==> config.mk <==
export PLATFORM = sky130hd
export DESIGN_NAME = multiport_memory_interface_flat
export DESIGN_NICKNAME = d
export VERILOG_FILES = /design/src/rtl/multiport_memory_interface_if.sv /design/src/rtl/multiport_memory_interface.sv /design/src/flat_wrapper.sv
export SDC_FILE = /design/constraint.sdc
export NUM_CORES = 1
export LEC_CHECK = 0
export BUFFER_PORTS_ARGS = -buffer_cell sky130_fd_sc_hd__buf_2
export CAP_MARGIN = 25
export CORE_AREA = 2 2 295 297
export CTS_CLUSTER_DIAMETER = 80
export CTS_CLUSTER_SIZE = 24
export DETAILED_ROUTE_END_ITERATION = 16
export DIE_AREA = 0 0 297 299
export HOLD_SLACK_MARGIN = 0.02
export PLACE_DENSITY = 0.39
export SYNTH_ARGS = -nofsm -noshare
export SYNTH_HDL_FRONTEND = slang
export SYNTH_SLANG_ARGS = --single-unit
==> constraint.sdc <==
create_clock -name clock -period 4.9 [get_ports clock]
set_clock_uncertainty 0.1 [all_clocks]
set_input_delay 0.245 -clock clock [delete_from_list [all_inputs] [get_ports clock]]
set_output_delay 0.245 -clock clock [all_outputs]
set_load 0.01 [all_outputs]
==> src/rtl/multiport_memory_interface_if.sv <==
// Bundles the cache-side and memory-side buses of multiport_memory_interface.
// The slave modport is the arbiter's view; the master modport is the view of
// the surrounding caches and memory that drive requests and word responses.
interface multiport_memory_interface_if #(
    parameter int OFFSET_BITS   = 2,
    parameter int DATA_WIDTH    = 32,
    parameter int ADDRESS_WIDTH = 32,
    parameter int MSG_BITS      = 4,
    parameter int NUM_PORTS     = 2
);
    localparam int BW = DATA_WIDTH * (1 << OFFSET_BITS);

    logic [NUM_PORTS*MSG_BITS-1:0]      cache2interface_msg;
    logic [NUM_PORTS*ADDRESS_WIDTH-1:0] cache2interface_address;
    logic [NUM_PORTS*BW-1:0]            cache2interface_data;
    logic [NUM_PORTS*MSG_BITS-1:0]      interface2cache_msg;
    logic [NUM_PORTS*ADDRESS_WIDTH-1:0] interface2cache_address;
    logic [NUM_PORTS*BW-1:0]            interface2cache_data;
    logic [MSG_BITS-1:0]                mem2interface_msg;
    logic [DATA_WIDTH-1:0]              mem2interface_data;
    logic [MSG_BITS-1:0]                interface2mem_msg;
    logic [ADDRESS_WIDTH-1:0]           interface2mem_address;
    logic [DATA_WIDTH-1:0]              interface2mem_data;

    modport master (
        output cache2interface_msg, cache2interface_address, cache2interface_data,
        output mem2interface_msg, mem2interface_data,
        input  interface2cache_msg, interface2cache_address, interface2cache_data,
        input  interface2mem_msg, interface2mem_address, interface2mem_data
    );

    modport slave (
        input  cache2interface_msg, cache2interface_address, cache2interface_data,
        input  mem2interface_msg, mem2interface_data,
        output interface2cache_msg, interface2cache_address, interface2cache_data,
        output interface2mem_msg, interface2mem_address, interface2mem_data
    );
endinterface

==> src/rtl/multiport_memory_interface.sv <==
// Multiport memory interface: arbitrates line requests from NUM_PORTS caches
// and serialises each line into word requests to a single word-wide memory.
// Optional macro MEM_RR_ARB_EN selects round-robin arbitration; without it the
// lowest-numbered requesting port always wins.
module multiport_memory_interface #(
    parameter int OFFSET_BITS   = 2,
    parameter int DATA_WIDTH    = 32,
    parameter int ADDRESS_WIDTH = 32,
    parameter int MSG_BITS      = 4,
    parameter int NUM_PORTS     = 2
) (
    input  logic clock,
    input  logic reset,
    multiport_memory_interface_if.slave bus
);
    localparam int WPL = 1 << OFFSET_BITS;
    localparam int BW  = DATA_WIDTH * WPL;
    localparam int PW  = (NUM_PORTS > 1) ? $clog2(NUM_PORTS) : 1;
    localparam int CW  = (OFFSET_BITS > 0) ? OFFSET_BITS : 1;

    // Message codes shared with the caches and memory.
    localparam logic [MSG_BITS-1:0] NO_REQ   = MSG_BITS'(0);
    localparam logic [MSG_BITS-1:0] WB_REQ   = MSG_BITS'(1);
    localparam logic [MSG_BITS-1:0] R_REQ    = MSG_BITS'(2);
    localparam logic [MSG_BITS-1:0] FLUSH    = MSG_BITS'(3);
    localparam logic [MSG_BITS-1:0] MEM_RESP = MSG_BITS'(11);

    localparam logic [ADDRESS_WIDTH-1:0] BASE_MASK = {ADDRESS_WIDTH{1'b1}} << OFFSET_BITS;
    localparam logic [CW-1:0]            LAST_WORD = CW'(WPL - 1);

    typedef enum logic [1:0] {IDLE, READ_MEMORY, WRITE_MEMORY, RESPOND} state_t;

    state_t                   state_q, state_d;
    logic [PW-1:0]            portIdx_q, portIdx_d;
    logic [ADDRESS_WIDTH-1:0] base_q, base_d;
    logic                     isWrite_q, isWrite_d;
    logic [CW-1:0]            count_q, count_d;
    logic [BW-1:0]            writeLine_q, writeLine_d;
    logic [BW-1:0]            readLine_q, readLine_d;
    logic [MSG_BITS-1:0]      memMsg_q, memMsg_d;
    logic [ADDRESS_WIDTH-1:0] memAddr_q, memAddr_d;
    logic [DATA_WIDTH-1:0]    memData_q, memData_d;
`ifdef MEM_RR_ARB_EN
    logic [PW-1:0]            lastGrant_q, lastGrant_d;
`endif

    logic [NUM_PORTS-1:0]     reqVec;
    logic                     grantValid;
    logic [PW-1:0]            grantIdx;
    logic [MSG_BITS-1:0]      reqMsg;
    logic [ADDRESS_WIDTH-1:0] lineBase;
    logic [CW-1:0]            nextCount;

    // Flag every port presenting a code that starts a memory transaction.
    always_comb begin
        reqVec = '0;
        for (int p = 0; p < NUM_PORTS; p++) begin
            reqVec[p] = (bus.cache2interface_msg[p*MSG_BITS +: MSG_BITS] == R_REQ)  ||
                        (bus.cache2interface_msg[p*MSG_BITS +: MSG_BITS] == WB_REQ) ||
                        (bus.cache2interface_msg[p*MSG_BITS +: MSG_BITS] == FLUSH);
        end
    end

    // Pick the port to serve next; only consulted while IDLE.
`ifdef MEM_RR_ARB_EN
    always_comb begin
        int cand;
        grantValid = 1'b0;
        grantIdx   = '0;
        cand       = 0;
        for (int i = 1; i <= NUM_PORTS; i++) begin
            cand = int'(lastGrant_q) + i;
            if (cand >= NUM_PORTS) begin
                cand = cand - NUM_PORTS;
            end
            if (!grantValid && reqVec[PW'(cand)]) begin
                grantValid = 1'b1;
                grantIdx   = PW'(cand);
            end
        end
    end
`else
    always_comb begin
        grantValid = 1'b0;
        grantIdx   = '0;
        for (int p = NUM_PORTS - 1; p >= 0; p--) begin
            if (reqVec[p]) begin
                grantValid = 1'b1;
                grantIdx   = PW'(p);
            end
        end
    end
`endif

    // State and datapath registers; reset abandons any transfer in flight.
    always_ff @(posedge clock) begin
        if (reset) begin
            state_q     <= IDLE;
            portIdx_q   <= '0;
            base_q      <= '0;
            isWrite_q   <= 1'b0;
            count_q     <= '0;
            writeLine_q <= '0;
            readLine_q  <= '0;
            memMsg_q    <= NO_REQ;
            memAddr_q   <= '0;
            memData_q   <= '0;
`ifdef MEM_RR_ARB_EN
            lastGrant_q <= PW'(NUM_PORTS - 1);
`endif
        end else begin
            state_q     <= state_d;
            portIdx_q   <= portIdx_d;
            base_q      <= base_d;
            isWrite_q   <= isWrite_d;
            count_q     <= count_d;
            writeLine_q <= writeLine_d;
            readLine_q  <= readLine_d;
            memMsg_q    <= memMsg_d;
            memAddr_q   <= memAddr_d;
            memData_q   <= memData_d;
`ifdef MEM_RR_ARB_EN
            lastGrant_q <= lastGrant_d;
`endif
        end
    end

    // Next-state logic: accept a line, walk its words through memory, respond.
    always_comb begin
        state_d     = state_q;
        portIdx_d   = portIdx_q;
        base_d      = base_q;
        isWrite_d   = isWrite_q;
        count_d     = count_q;
        writeLine_d = writeLine_q;
        readLine_d  = readLine_q;
        memMsg_d    = memMsg_q;
        memAddr_d   = memAddr_q;
        memData_d   = memData_q;
`ifdef MEM_RR_ARB_EN
        lastGrant_d = lastGrant_q;
`endif
        reqMsg      = bus.cache2interface_msg[grantIdx*MSG_BITS +: MSG_BITS];
        lineBase    = bus.cache2interface_address[grantIdx*ADDRESS_WIDTH +: ADDRESS_WIDTH] & BASE_MASK;
        nextCount   = count_q + CW'(1);

        case (state_q)
            IDLE: begin
                if (grantValid) begin
                    portIdx_d   = grantIdx;
                    base_d      = lineBase;
                    count_d     = '0;
                    writeLine_d = bus.cache2interface_data[grantIdx*BW +: BW];
                    memAddr_d   = lineBase;
`ifdef MEM_RR_ARB_EN
                    lastGrant_d = grantIdx;
`endif
                    if (reqMsg == R_REQ) begin
                        state_d   = READ_MEMORY;
                        isWrite_d = 1'b0;
                        memMsg_d  = R_REQ;
                        memData_d = '0;
                    end else begin
                        state_d   = WRITE_MEMORY;
                        isWrite_d = 1'b1;
                        memMsg_d  = WB_REQ;
                        memData_d = writeLine_d[DATA_WIDTH-1:0];
                    end
                end
            end
            READ_MEMORY, WRITE_MEMORY: begin
                if (bus.mem2interface_msg == MEM_RESP) begin
                    if (state_q == READ_MEMORY) begin
                        readLine_d[int'(count_q)*DATA_WIDTH +: DATA_WIDTH] = bus.mem2interface_data;
                    end
                    if (count_q == LAST_WORD) begin
                        state_d   = RESPOND;
                        count_d   = '0;
                        memMsg_d  = NO_REQ;
                        memAddr_d = '0;
                        memData_d = '0;
                    end else begin
                        count_d   = nextCount;
                        memAddr_d = memAddr_q + ADDRESS_WIDTH'(1);
                        if (state_q == WRITE_MEMORY) begin
                            memData_d = writeLine_q[int'(nextCount)*DATA_WIDTH +: DATA_WIDTH];
                        end
                    end
                end
            end
            RESPOND: begin
                state_d = IDLE;
            end
            default: begin
                state_d = IDLE;
            end
        endcase
    end

    // Only the granted port ever sees a response, and only during RESPOND.
    always_comb begin
        bus.interface2cache_msg     = '0;
        bus.interface2cache_address = '0;
        bus.interface2cache_data    = '0;
        if (state_q == RESPOND) begin
            bus.interface2cache_msg[portIdx_q*MSG_BITS +: MSG_BITS]               = MEM_RESP;
            bus.interface2cache_address[portIdx_q*ADDRESS_WIDTH +: ADDRESS_WIDTH] = base_q;
            bus.interface2cache_data[portIdx_q*BW +: BW] = isWrite_q ? '0 : readLine_q;
        end
    end

    assign bus.interface2mem_msg     = memMsg_q;
    assign bus.interface2mem_address = memAddr_q;
    assign bus.interface2mem_data    = memData_q;
endmodule

==> src/flat_wrapper.sv <==
// flat-port wrapper written by rule: the top's interface ports become plain ports
module multiport_memory_interface_flat 
#(
    parameter int OFFSET_BITS   = 2,
    parameter int DATA_WIDTH    = 32,
    parameter int ADDRESS_WIDTH = 32,
    parameter int MSG_BITS      = 4,
    parameter int NUM_PORTS     = 2
)
  (clock, reset, bus_cache2interface_msg, bus_cache2interface_address, bus_cache2interface_data, bus_mem2interface_msg, bus_mem2interface_data, bus_interface2cache_msg, bus_interface2cache_address, bus_interface2cache_data, bus_interface2mem_msg, bus_interface2mem_address, bus_interface2mem_data);
  multiport_memory_interface_if #(.OFFSET_BITS(OFFSET_BITS), .DATA_WIDTH(DATA_WIDTH), .ADDRESS_WIDTH(ADDRESS_WIDTH), .MSG_BITS(MSG_BITS), .NUM_PORTS(NUM_PORTS)) bus_i ();
  input  logic clock;
  input  logic reset;
  input wire logic [$bits(bus_i.cache2interface_msg)-1:0] bus_cache2interface_msg;
  input wire logic [$bits(bus_i.cache2interface_address)-1:0] bus_cache2interface_address;
  input wire logic [$bits(bus_i.cache2interface_data)-1:0] bus_cache2interface_data;
  input wire logic [$bits(bus_i.mem2interface_msg)-1:0] bus_mem2interface_msg;
  input wire logic [$bits(bus_i.mem2interface_data)-1:0] bus_mem2interface_data;
  output wire logic [$bits(bus_i.interface2cache_msg)-1:0] bus_interface2cache_msg;
  output wire logic [$bits(bus_i.interface2cache_address)-1:0] bus_interface2cache_address;
  output wire logic [$bits(bus_i.interface2cache_data)-1:0] bus_interface2cache_data;
  output wire logic [$bits(bus_i.interface2mem_msg)-1:0] bus_interface2mem_msg;
  output wire logic [$bits(bus_i.interface2mem_address)-1:0] bus_interface2mem_address;
  output wire logic [$bits(bus_i.interface2mem_data)-1:0] bus_interface2mem_data;
  assign bus_i.cache2interface_msg = bus_cache2interface_msg;
  assign bus_i.cache2interface_address = bus_cache2interface_address;
  assign bus_i.cache2interface_data = bus_cache2interface_data;
  assign bus_i.mem2interface_msg = bus_mem2interface_msg;
  assign bus_i.mem2interface_data = bus_mem2interface_data;
  assign bus_interface2cache_msg = bus_i.interface2cache_msg;
  assign bus_interface2cache_address = bus_i.interface2cache_address;
  assign bus_interface2cache_data = bus_i.interface2cache_data;
  assign bus_interface2mem_msg = bus_i.interface2mem_msg;
  assign bus_interface2mem_address = bus_i.interface2mem_address;
  assign bus_interface2mem_data = bus_i.interface2mem_data;
  multiport_memory_interface #(.OFFSET_BITS(OFFSET_BITS), .DATA_WIDTH(DATA_WIDTH), .ADDRESS_WIDTH(ADDRESS_WIDTH), .MSG_BITS(MSG_BITS), .NUM_PORTS(NUM_PORTS)) u_core (.clock(clock), .reset(reset), .bus(bus_i));
endmodule
# == After elaboration in Yosys (flattened, before gate mapping) ==
# Cells that the tools add are included.
# op_classes
addsub,6
multipliers,0
bitwise_logic,3
div,0
shift,12
reduce_logical,13
order_cmp,0
eq_ne,16
n_mux,33
# op_table
operator,count
$and 256x256->256,1
$mux 256,1
$mux 32,8
$shift 128x34->256 const A,1
$shiftx 128x34->256,1
$shiftx 256x9->128,1
$bwmux 128,1
$mux 128,1
$pmux 32 s2,2
$shift 32x33->128 const A,1
$shiftx 128x8->32,1
$shiftx 32x33->128,1
$and 64x64->64,1
$mux 64,1
$shift 32x34->64 const A,1
$shiftx 32x34->64,1
$shiftx 64x7->32,1
$neg 3->34,1
$neg 6->34,1
$neg 8->34,1
$shift 4x34->8 const A,1
$shiftx 4x34->8 const A,1
$neg 7->33,1
$add 32x1->32 const B,1
24 further kinds,51
# word_totals
memories,0
in_bits,366
rom_bits,0
ram_bits,0
out_inout_bits,396
word_cells,93
latch_bits,0
regBits,360

# == Longest topological paths before layout ==
# depth
ltp_word,10
depth_mapped,10
ltp_nobuf,7

# == Worst setup path before layout ==
# Ideal clock, no wire load.
# synth_timing
path_type,reg2reg
start,register u_core.count_q[0]
end,"register u_core.memData_q[10], in the netlist u_core.bus.interface2mem_data[10]"
required_time_ns,4.684
arrival_ns,2.472
setup_ns,0.116
synth_period_minus_slack_ns,2.687
path_buffers,4
stages_incl_launch_ff,11
slack_ns,2.213
cell_sequence,dfxtp_1 -> buf_2 -> inv_1 -> ha_1 -> buf_2 -> buf_2 -> buf_1 -> mux4_2 -> nand2_1 -> o311a_1 -> nor2_1
# synth_via
elab_chain_cells,6
elab_cells_between_ends,9
classes_between,1 x add/sub; 2 x eq/ne; 1 x shift; 4 x mux; 1 x reduce/logical
# synth_lines
item,line_no,source
from (decl),multiport_memory_interface.sv:37,"logic [CW-1:0] count_q, count_d;"
from (signal assigned),multiport_memory_interface.sv:116,count_q <= count_d;
$add 2x1->2,multiport_memory_interface.sv:145,nextCount = count_q + CW'(1);
$shiftx 128x8->32,multiport_memory_interface.sv:186,memData_d = writeLine_q[int'(nextCount)*DATA_WIDTH +: DATA_WIDTH];
$mux 32,multiport_memory_interface.sv:185,if (state_q == WRITE_MEMORY) begin
$mux 32,multiport_memory_interface.sv:176,if (count_q == LAST_WORD) begin
$mux 32,multiport_memory_interface.sv:172,if (bus.mem2interface_msg == MEM_RESP) begin
$pmux 32 s2,multiport_memory_interface.sv:147,case (state_q)
to (signal assigned),multiport_memory_interface.sv:121,memData_q <= memData_d;
to (decl),multiport_memory_interface.sv:42,"logic [DATA_WIDTH-1:0] memData_q, memData_d;"
# Several ways; a longest one is shown, not always the timed one. The select of a mux whose other input is x is not followed.
# A chain may end at the register's enable or synchronous reset.

# == Worst setup path after layout ==
# layout_timing
start,register u_core.state_q[0]
end,output bus_interface2cache_data[195]
# layout_via
elab_chain_cells,2
# layout_lines
item,line_no,source
from (decl),multiport_memory_interface.sv:33,"state_t state_q, state_d;"
from (signal assigned),multiport_memory_interface.sv:112,state_q <= state_d;
$eq 2x2->1,multiport_memory_interface.sv:205,if (state_q == RESPOND) begin
$mux 256,multiport_memory_interface.sv:205,
to (decl),flat_wrapper.sv:21,output wire logic [$bits(bus_i.interface2cache_data)-1:0] bus_interface2cache_data;
# No other way between the ends.

==> impl_metrics.json <==
{
  "outcome": "finished clean",
  "die_w_um": 297,
  "slew_viol_final": 0,
  "drive_above_1_share": 0.2909,
  "ios": 762,
  "place.detailed.hpwl_um": 57960,
  "routed-via-count": 19850,
  "worstPathRequired_ps": 4550,
  "clock_latency_ps": 600,
  "final_antenna_net_count": 0,
  "final_core_util": 0.3181,
  "syn_area_mm2": 0.01854,
  "ys_ff_latch": 358,
  "nets": 3493,
  "wl_per_cell_um": 18.83,
  "maxCapViolCount": 0,
  "synth-edff-count": 0,
  "worst_pin_slew_ps": 1080,
  "drt-total-wl_um": 80790,
  "path_max_fanout": 128,
  "ir_worst_vdd_uv": 315.6,
  "hp-class": "in2reg",
  "rrSetupSlack_ps": 1830,
  "synth_top_area_cell": "dfxtp_1",
  "via_per_inst": 4.627,
  "period_needed_ps": 3524,
  "fp.coreArea_mm2": 0.08594,
  "met2WireLength_um": 40460,
  "fillers": 9061,
  "tns_ps": 0,
  "rsz0062_at_grt": "false",
  "dr.pass1.iters": 5,
  "yosys_warnings": 0,
  "timing.final.crit_share": 0.7191,
  "cts_hold_buf": 293,
  "cts_buffers": 27,
  "portBuffers": 749,
  "root_buffer": "clkbuf_16",
  "ys_seq_area_frac": 0.3866,
  "wl_met3_um": 4402,
  "fmax_mhz": 283.8,
  "relSlewSlack": 0.2735,
  "crit_arrival_ps": 3180,
  "p_leak_nw": 12.58,
  "ys.flop_type": "dfxtp_1",
  "synth_area_leaders": "dfxtp_1, and2_1, mux2i_1, a211oi_1, nor2_1",
  "grt_pass1_wl_um": 119000,
  "grt_max_degree": 129,
  "ys_types": 60,
  "ctsLongestPathBuffers": 3,
  "path_class": "reg2out",
  "drc": 0,
  "netlist_instances": 2209,
  "start_kind": "flip-flop",
  "wl_met1_um": 34080,
  "dp_cells": 3948,
  "instances_no_fill": 4291,
  "start_util": 0.2157,
  "cts_setup_buffers": 0,
  "grt_antenna_before_repair": 0,
  "synth_top_area_frac": 0.3866,
  "finalHoldViolCount": 0,
  "cts_htree_levels": 1,
  "p_per_area_mw_per_mm2": 379.6,
  "rows": 108,
  "syn_avg_cell_area_um2": 8.392,
  "cts_tree": "built",
  "grt_overflow_total": 0,
  "cts_resized": 0,
  "grt.total_usage": 0.1710,
  "die_y_um": 299,
  "dieArea_mm2": 0.08880,
  "syn_to_final_growth_pct": 47.45,
  "dr.max_layer_used": "met4",
  "finalSetupViolCount": 0,
  "gp_congestion": 0.9131,
  "path_clk_slew_ps": 100,
  "numClockSinks": 358,
  "async_reset_ff_frac": 0,
  "grt_pass1_vias": 19370,
  "drtIter0Drc": 1043,
  "crit_path_end_kind": "primary output"
}
## critical path, cell delays in order, from the launching register on
cell and delay, ps:
dfxtp_1 400, ha_1 160, buf_4 340, and2_1 340, nor2b_4 180, buf_4 640, and2_1 220, buf_2 150
## Yosys cell counts (35+ instances only)
cell and number:
nand2_1 197, a21oi_1 148, o21ai_0 48, a211oi_1 159, and3_1 40, nand3_1 145
clkbuf_1 162, dfxtp_1 358, and2_1 288, mux2i_1 162, buf_2 35, nor2_1 217
## cell families (layout without fill, tap and decap cells)
logic type / count (synthesis) / in the layout / share of synthesized area
AOI/OAI and AO/OA: 458 / 458 / 0.1676
buffers and inverters: 235 / 1154 / 0.05284
other: 1 / 9 / 0.0002023
and+or+nand+nor: 950 / 950 / 0.2578
adders and majority gates: 11 / 11 / 0.007424
DFF: 358 / 358 / 0.3866
muxes: 196 / 196 / 0.1276
## registers in the layout, indices dropped and copies added (netlist names)
name / cells
u_core.base_q: 30
u_core.bus.interface2mem_address: 32
u_core.state_q: 2
u_core.writeLine_q: 128
u_core.count_q: 2
u_core.bus.interface2mem_msg: 2
u_core.readLine_q: 128
u_core.portIdx_q: 1
u_core.isWrite_q: 1
u_core.bus.interface2mem_data: 32
## final cells by class
cell class	instances	area, um^2	share of cell area
multi-input cells	1623	10510	0.3846
inverters	11	41.29	0.001511
flip-flops and latches	358	7168	0.2622
clock buffers	27	675.6	0.02472
clock inverters	21	330.3	0.01208
repair buffers	1095	7159	0.2619
well taps	1155	1445	0.05287
diodes	1	2.502	0.00009155
## cell usage in the layout (no fill, tap or decap), types with 13 or more instances in the layout
cell	synthesis	layout
mux2i_1	162	162
a211oi_1	159	159
a21oi_1	148	148
a32o_1	16	16
clkbuf_16	0	27
o21ai_0	48	48
nand2_1	197	197
nor2_1	217	216
and3_1	40	40
dlygate4sd3_1	0	294
dfxtp_1	358	357
buf_4	14	46
and2_1	288	288
nand3_1	145	145
buf_2	35	749
mux4_2	32	32
o311a_1	32	32
nand4_1	13	13
## per-layer routing
metal | up-vias | track usage
met5 | - | 0
met2 | 660 | 0.3109
li1 | 9627 | -
met1 | 9488 | 0.2095
met4 | 0 | 0.04377
met3 | 78 | 0.02603
## through the flow
step	hold slack, ps	power (mW)	setup slack, ps	cell area [um^2]
after global routing	35.48	11.03	1143	27330
after CTS	20.65	10.54	1304	27320
after floorplan	296.9	6.173	2213	18570
final	44.84	10.38	1376	27340
after global placement	349.6	7.635	1747	23330
after detailed placement	353.4	7.724	1743	23380
## where the power goes
part	internal (mW)	switching, mW
logic	1.57	2.46
clock network	1.21	1.33
registers	3.41	0.389
total	6.19	4.18
## worst paths after layout
path | from | endpoint | cells past startpoint
hold / removal | bus_cache2interface_data[214] | u_core.writeLine_q[86]$_SDFFE_PP0P_ | 3
hold reg to reg | u_core.readLine_q[6]$_SDFFE_PP0P_ | u_core.readLine_q[6]$_SDFFE_PP0P_ | 2
setup / recovery | u_core.state_q[0]$_SDFFE_PP0P_ | bus_interface2cache_data[195] | 7
setup reg to reg | u_core.state_q[1]$_SDFFE_PP0P_ | u_core.bus.interface2mem_data[21]$_SDFFE_PP0P_ | 8
Note: power is estimated with default switching activity, not from simulation.
